## config.mk

```make
export PLATFORM = sky130hd
export DESIGN_NAME = bm_infer_initiator
export DESIGN_NICKNAME = d
export VERILOG_FILES = /design/src/rtl/bm_infer_initiator.sv
export SDC_FILE = /design/constraint.sdc
export NUM_CORES = 1
export LEC_CHECK = 0
export ABC_AREA = 1
export BUFFER_PORTS_ARGS = -buffer_cell sky130_fd_sc_hd__buf_2
export CAP_MARGIN = 30
export CELL_PAD_IN_SITES_DETAIL_PLACEMENT = 0
export CELL_PAD_IN_SITES_GLOBAL_PLACEMENT = 1
export CORE_UTILIZATION = 39
export CTS_CLUSTER_DIAMETER = 30
export CTS_CLUSTER_SIZE = 10
export DETAILED_ROUTE_END_ITERATION = 7
export GPL_TIMING_DRIVEN = 0
export HOLD_SLACK_MARGIN = 0.02
export PLACE_DENSITY_LB_ADDON = 0.25
export SYNTH_ARGS = -nofsm -noshare
export SYNTH_HDL_FRONTEND = slang
export SYNTH_SLANG_ARGS = --single-unit
```

## constraint.sdc

```tcl
create_clock -name clk -period 3.1 [get_ports clk]
set_clock_uncertainty 0.1 [all_clocks]
set_input_delay 0 -clock clk [delete_from_list [all_inputs] [get_ports clk]]
set_output_delay 0 -clock clk [all_outputs]
set_load 0.02 [all_outputs]
```

## src/rtl/bm_infer_initiator.sv

```systemverilog
// AXI-Lite master for the Bayesian machine control slave: writes O1..O4 (skipping values
// already cached in the slave), then reads the result word, once per start request.
module bm_infer_initiator #(
  parameter logic [31:0] OBS_BASE       = 32'h0000_200C,
  parameter logic [31:0] RESULT_ADDR    = 32'h0000_2000,
  parameter int unsigned TIMEOUT_CYCLES = 4096
) (
  input  logic         clk,
  input  logic         rst,
  input  logic         start,
  input  logic         force_wr,
  input  logic [127:0] obs,
  output logic         busy,
  output logic         done,
  output logic [31:0]  result,
  output logic         err,
  output logic [1:0]   err_code,
  output logic [31:0]  aw_addr,
  output logic         aw_valid,
  input  logic         aw_ready,
  output logic [31:0]  w_data,
  output logic [3:0]   w_strb,
  output logic         w_valid,
  input  logic         w_ready,
  input  logic [1:0]   b_resp,
  input  logic         b_valid,
  output logic         b_ready,
  output logic [31:0]  ar_addr,
  output logic         ar_valid,
  input  logic         ar_ready,
  input  logic [31:0]  r_data,
  input  logic [1:0]   r_resp,
  input  logic         r_valid,
  output logic         r_ready
);

  localparam int unsigned CNT_W = $clog2(TIMEOUT_CYCLES + 1);
  localparam logic [CNT_W-1:0] CNT_LAST = CNT_W'(TIMEOUT_CYCLES - 1);

  localparam logic [2:0] StIdle   = 3'd0;
  localparam logic [2:0] StScan   = 3'd1;
  localparam logic [2:0] StWrReq  = 3'd2;
  localparam logic [2:0] StWrResp = 3'd3;
  localparam logic [2:0] StRdReq  = 3'd4;
  localparam logic [2:0] StRdResp = 3'd5;
  localparam logic [2:0] StFin    = 3'd6;

  logic [2:0]        state_q, state_d;
  logic [2:0]        idx_q, idx_d;
  logic [3:0][31:0]  obs_q, obs_d;
  logic              force_q, force_d;
  logic [3:0][31:0]  cache_q, cache_d;
  logic [3:0]        cache_vld_q, cache_vld_d;
  logic [CNT_W-1:0]  cnt_q, cnt_d;
  logic              aw_valid_q, aw_valid_d;
  logic              w_valid_q, w_valid_d;
  logic              b_ready_q, b_ready_d;
  logic              ar_valid_q, ar_valid_d;
  logic              r_ready_q, r_ready_d;
  logic              busy_q, busy_d;
  logic              done_q, done_d;
  logic              err_q, err_d;
  logic [1:0]        err_code_q, err_code_d;
  logic [31:0]       result_q, result_d;
  logic [31:0]       aw_addr_q, aw_addr_d;
  logic [31:0]       w_data_q, w_data_d;
  logic [31:0]       ar_addr_q, ar_addr_d;

  logic [1:0] sel;
  logic       phase_st;

  assign sel      = idx_q[1:0];
  assign phase_st = (state_q == StWrReq) || (state_q == StWrResp) ||
                    (state_q == StRdReq) || (state_q == StRdResp);

  always_comb begin
    state_d     = state_q;
    idx_d       = idx_q;
    obs_d       = obs_q;
    force_d     = force_q;
    cache_d     = cache_q;
    cache_vld_d = cache_vld_q;
    aw_valid_d  = aw_valid_q;
    w_valid_d   = w_valid_q;
    b_ready_d   = b_ready_q;
    ar_valid_d  = ar_valid_q;
    r_ready_d   = r_ready_q;
    busy_d      = busy_q;
    done_d      = 1'b0;
    err_d       = 1'b0;
    err_code_d  = err_code_q;
    result_d    = result_q;
    aw_addr_d   = aw_addr_q;
    w_data_d    = w_data_q;
    ar_addr_d   = ar_addr_q;
    cnt_d       = cnt_q;

    case (state_q)
      StIdle: begin
        if (start) begin
          obs_d      = obs;
          force_d    = force_wr;
          busy_d     = 1'b1;
          idx_d      = 3'd0;
          err_code_d = 2'b00;
          state_d    = StScan;
        end
      end
      StScan: begin
        if (idx_q[2]) begin
          ar_valid_d = 1'b1;
          ar_addr_d  = RESULT_ADDR;
          state_d    = StRdReq;
        end else if (force_q || !cache_vld_q[sel] || (cache_q[sel] != obs_q[sel])) begin
          aw_valid_d = 1'b1;
          w_valid_d  = 1'b1;
          aw_addr_d  = OBS_BASE + {27'd0, idx_q, 2'b00};
          w_data_d   = obs_q[sel];
          state_d    = StWrReq;
        end else begin
          idx_d = idx_q + 3'd1;
        end
      end
      StWrReq: begin
        // A valid already low means its handshake completed in an earlier cycle.
        if (aw_valid_q && aw_ready) aw_valid_d = 1'b0;
        if (w_valid_q && w_ready)   w_valid_d  = 1'b0;
        if ((!aw_valid_q || aw_ready) && (!w_valid_q || w_ready)) begin
          b_ready_d = 1'b1;
          state_d   = StWrResp;
        end
      end
      StWrResp: begin
        if (b_valid) begin
          b_ready_d = 1'b0;
          if (b_resp == 2'b00) begin
            cache_d[sel]     = obs_q[sel];
            cache_vld_d[sel] = 1'b1;
            idx_d            = idx_q + 3'd1;
            state_d          = StScan;
          end else begin
            cache_vld_d[sel] = 1'b0;
            err_code_d       = b_resp;
            err_d            = 1'b1;
            done_d           = 1'b1;
            state_d          = StFin;
          end
        end
      end
      StRdReq: begin
        if (ar_ready) begin
          ar_valid_d = 1'b0;
          r_ready_d  = 1'b1;
          state_d    = StRdResp;
        end
      end
      StRdResp: begin
        if (r_valid) begin
          r_ready_d = 1'b0;
          if (r_resp == 2'b00) begin
            result_d = r_data;
          end else begin
            err_code_d = r_resp;
            err_d      = 1'b1;
          end
          done_d  = 1'b1;
          state_d = StFin;
        end
      end
      StFin: begin
        busy_d  = 1'b0;
        state_d = StIdle;
      end
      default: begin
        state_d = StIdle;
        busy_d  = 1'b0;
      end
    endcase

    // Timeout only fires when the phase made no exit this cycle.
    if (phase_st && (state_d == state_q) && (cnt_q == CNT_LAST)) begin
      aw_valid_d  = 1'b0;
      w_valid_d   = 1'b0;
      b_ready_d   = 1'b0;
      ar_valid_d  = 1'b0;
      r_ready_d   = 1'b0;
      err_code_d  = 2'b11;
      err_d       = 1'b1;
      done_d      = 1'b1;
      cache_vld_d = '0;
      state_d     = StFin;
    end

    if (state_d != state_q) begin
      cnt_d = '0;
    end else if (phase_st) begin
      cnt_d = cnt_q + CNT_W'(1);
    end
  end

  always_ff @(posedge clk) begin
    if (rst) begin
      state_q     <= StIdle;
      idx_q       <= 3'd0;
      obs_q       <= '0;
      force_q     <= 1'b0;
      cache_q     <= '0;
      cache_vld_q <= '0;
      cnt_q       <= '0;
      aw_valid_q  <= 1'b0;
      w_valid_q   <= 1'b0;
      b_ready_q   <= 1'b0;
      ar_valid_q  <= 1'b0;
      r_ready_q   <= 1'b0;
      busy_q      <= 1'b0;
      done_q      <= 1'b0;
      err_q       <= 1'b0;
      err_code_q  <= 2'b00;
      result_q    <= '0;
      aw_addr_q   <= '0;
      w_data_q    <= '0;
      ar_addr_q   <= '0;
    end else begin
      state_q     <= state_d;
      idx_q       <= idx_d;
      obs_q       <= obs_d;
      force_q     <= force_d;
      cache_q     <= cache_d;
      cache_vld_q <= cache_vld_d;
      cnt_q       <= cnt_d;
      aw_valid_q  <= aw_valid_d;
      w_valid_q   <= w_valid_d;
      b_ready_q   <= b_ready_d;
      ar_valid_q  <= ar_valid_d;
      r_ready_q   <= r_ready_d;
      busy_q      <= busy_d;
      done_q      <= done_d;
      err_q       <= err_d;
      err_code_q  <= err_code_d;
      result_q    <= result_d;
      aw_addr_q   <= aw_addr_d;
      w_data_q    <= w_data_d;
      ar_addr_q   <= ar_addr_d;
    end
  end

  assign busy     = busy_q;
  assign done     = done_q;
  assign err      = err_q;
  assign err_code = err_code_q;
  assign result   = result_q;
  assign aw_addr  = aw_addr_q;
  assign aw_valid = aw_valid_q;
  assign w_data   = w_data_q;
  assign w_strb   = 4'hF;
  assign w_valid  = w_valid_q;
  assign b_ready  = b_ready_q;
  assign ar_addr  = ar_addr_q;
  assign ar_valid = ar_valid_q;
  assign r_ready  = r_ready_q;

endmodule

```

==> results.toml <==
[status]
status = "finished, final reports clean"

[timing]
finalCritPeriodShare = 0.9949
finalHoldViolCount = 0
finalSetupViolations = 0
rsz0062_at_grt = "true"
fin_setup_tns_ns = 0
max_slew_margin = 0.2452
drv_slew = 0
fmax_ghz = 0.3242
max_slew.worst_pin.slew_ns = 1.132
hold_ws_ns = 0.04370
fin_crit_ns = 3.084

[global_route]
grt_pass1_wl_um = 97680
overflow = 0
track_usage = 0.3091
antenna_found_initial = 0
grt_max_degree = 13
grt_pass1_vias = 17163

[routing]
wl_met2_um = 30310
remaining_drc_errors = 0
vias_per_cell = 5.139
routedLengthMet1_um = 27460
drt_iter0_drc = 1523
vias = 17919
dr_wl_met3_um = 5049
drtAntennaViolNets = 0
drt_pass1_iterations = 5
highest_layer = "met4"
wl_um = 65310
drt-wirelength-per-cell_um = 18.73

[clock_tree]
clkSinkCount = 360
cts_buffers = 89
clk_latency_ns = 0.62
clk_root_buffer_cell = "clkbuf_16"
clk_pin_slew_ns = 0.05
cts_tree = "yes"
cts_buffer_depth = 3
cts_max_level = 3

[die]
ios = 315
start_util = 0.3989
die_w_um = 204.3
rows = 73
fp.dieH_um = 204.3
die-area_mm2 = 0.04173
coreArea_mm2 = 0.04001

[power_and_ir_drop]
ir_drop_uv = 596.6
leakagePower_nw = 10.90
p_switching_mw = 5.240
combPwrFrac = 0.172
sw_frac_of_total = 0.2960
power.density_mw_per_mm2 = 737.0
seq_power_share = 0.300
p_clk_frac = 0.528
intPower_mw = 12.46
finalPower_mw = 17.70

[hold_path]
hp-class = "in -> reg"

[critical_path]
crit_top_cell = "nand2_1"
critPathArrivalTime_ns = 3.54
start_kind = "flip-flop"
crit_chain = "buf_12 -> inv_8 -> buf_12 -> buf_12 -> nand2_1 -> nand3_2 -> nand2_4 -> nand2_2 -> nand2_1 -> inv_1 -> nand2_1 -> nor2_1 -> nand2_1 -> nor2_4 -> nand3_4 -> nand2_4 -> nand2_1 -> nand2_1 -> nand3_2 -> or2_1 -> buf_6 -> a21oi_4 -> and2_1"
crit_family = "simple AND/OR/NAND/NOR gates"
cp_slowest_cell = "dfxtp_4"
crit_buf_inv = 6
worstPathRequired_ns = 3.55
endpoint_kind = "flip-flop"
worstSetupPathType = "reg -> reg"
cp_slowest_stage_delay_ns = 0.37
crit_fanout = 7

[finish]
instances_no_fill = 3487
fin_nets = 3070
layout_common_cells = "423 x nand2_1, 358 x dfxtp_1, 353 x o21ai_0, 340 x nor2_1, 252 x buf_2"
final_common_cell = "nand2_1"
drive_above_1_share = 0.2228
diodes = 0
area_growth_pct = 50.51

[logic_synthesis]
yosys_register_bits = 360
syn_area_mm2 = 0.01596
yosys_warnings = 0
synth_cell_types = 38
syn_inst = 2285
yosysSeqAreaShare = 0.4516
syn_avg_cell_area_um2 = 6.984

[placed_design]
dp.cells = 3122
gp_congestion = 0.9274
port-buffer-count = 252
dp_hpwl_um = 45100

[job]
maxCapViolations = 0
## path summary, 6_finish.rpt
path,start,end,slack (ns),depth (start not counted)
worst max-delay path,idx_q[0],err,0.02,23
worst min-delay path,r_resp[0],result[31],0.04,6
worst max register to register,idx_q[0],err,0.02,23
worst min register to register,aw_addr[5],aw_addr[5],0.35,2
## area by class of cell
type	count	area (um^2)
plain buffers	215	1558
clock buffers	110	2467
clock inverters	52	590.6
fillers	3678	15990
inverters	138	533.0
multi-input cells	1633	7652
flip-flops and latches	360	7212
well taps	525	656.9
repair buffers	454	3348
## worst register-to-register path, delay by kind of cell, from the launching register on
kind | cells | cell delay [ns]
compound gates | 1 | 0.13
buf+inv | 6 | 0.75
flops | 1 | 0.37
simple gates | 16 | 1.67
## layer usage
layer	vias up	track usage
met5	-	0
met4	0	0.1333
met3	151	0.05740
met2	778	0.5142
met1	8414	0.3892
li1	8576	-
## Yosys cell counts (all sizes together)
master,count,area share
and2,2,0.00078
dfxtp,360,0.45
o21ai,372,0.12
a221oi,1,0.00055
clkbuf,108,0.025
ha,6,0.0047
a32o,1,0.00063
nand4,12,0.0047
nor4,1,0.00039
a31oi,3,0.0012
a211oi,2,0.00094
inv,138,0.033
o21bai,2,0.00094
nor2,350,0.083
or2,2,0.00078
a21oi,209,0.066
a22o,1,0.00055
conb,2,0.00047
xnor2,3,0.0016
buf,107,0.048
xor2,8,0.0044
nor4b,1,0.00055
o21a,1,0.00047
o211ai,4,0.0019
nor3,4,0.0013
nand3,123,0.039
nand2,462,0.11
## stage by stage
stage          cell area [um^2]  setup slack [ns]  utilization
2_1_floorplan             16180            0.5180            -
6_report                  24020           0.01591       0.6004
3_5_place_dp              18100           -0.8854       0.4525
4_1_cts                   23490          0.001713       0.5871
5_1_grt                   24020           -0.1769       0.6004
3_3_place_gp              18100           -0.8470       0.4525
## power groups by stage
stage          logic [mW]  clock network (mW)  registers (mW)
2_1_floorplan        1.47                   0            5.45
3_3_place_gp         2.50                   0            5.38
3_5_place_dp         2.52                   0            5.38
4_1_cts              2.87                9.40            5.31
5_1_grt              3.33                9.66            5.35
6_report             3.05                9.34            5.31
## repair_timing
action                                 in CTS  in global routing
pin swaps                                  13                 23
gates resized for setup                   148                109
cloned                                      2                  6
hold buffers                              177                  0
setup endpoints to repair                 180                188
setup buffers                              10                  8
endpoints found under the hold margin     183                  0
## sequential cells by signal (all words and copies together) (netlist names), named ones only
register	cells
err_code	2
ar_valid	1
aw_valid	1
force_q	1
r_ready	1
cache_q	128
obs_q	128
state_q	3
b_ready	1
idx_q	3
busy	1
err	1
result	32
w_valid	1
done	1
w_data	32
cnt_q	13
ar_addr	1
aw_addr	5
## cell families after synthesis
kind of cell               count (synthesis)  share of synthesized area
xor gates and xnor gates                  11                   0.006038
AOI/OAI and AO/OA                        596                     0.1903
and+or+nand+nor                          957                     0.2404
buffers and inverters                    353                     0.1065
adders and majority gates                  6                   0.004704
other                                      2                  0.0004706
DFF                                      360                     0.4516
(Power assumes the default switching activity.)
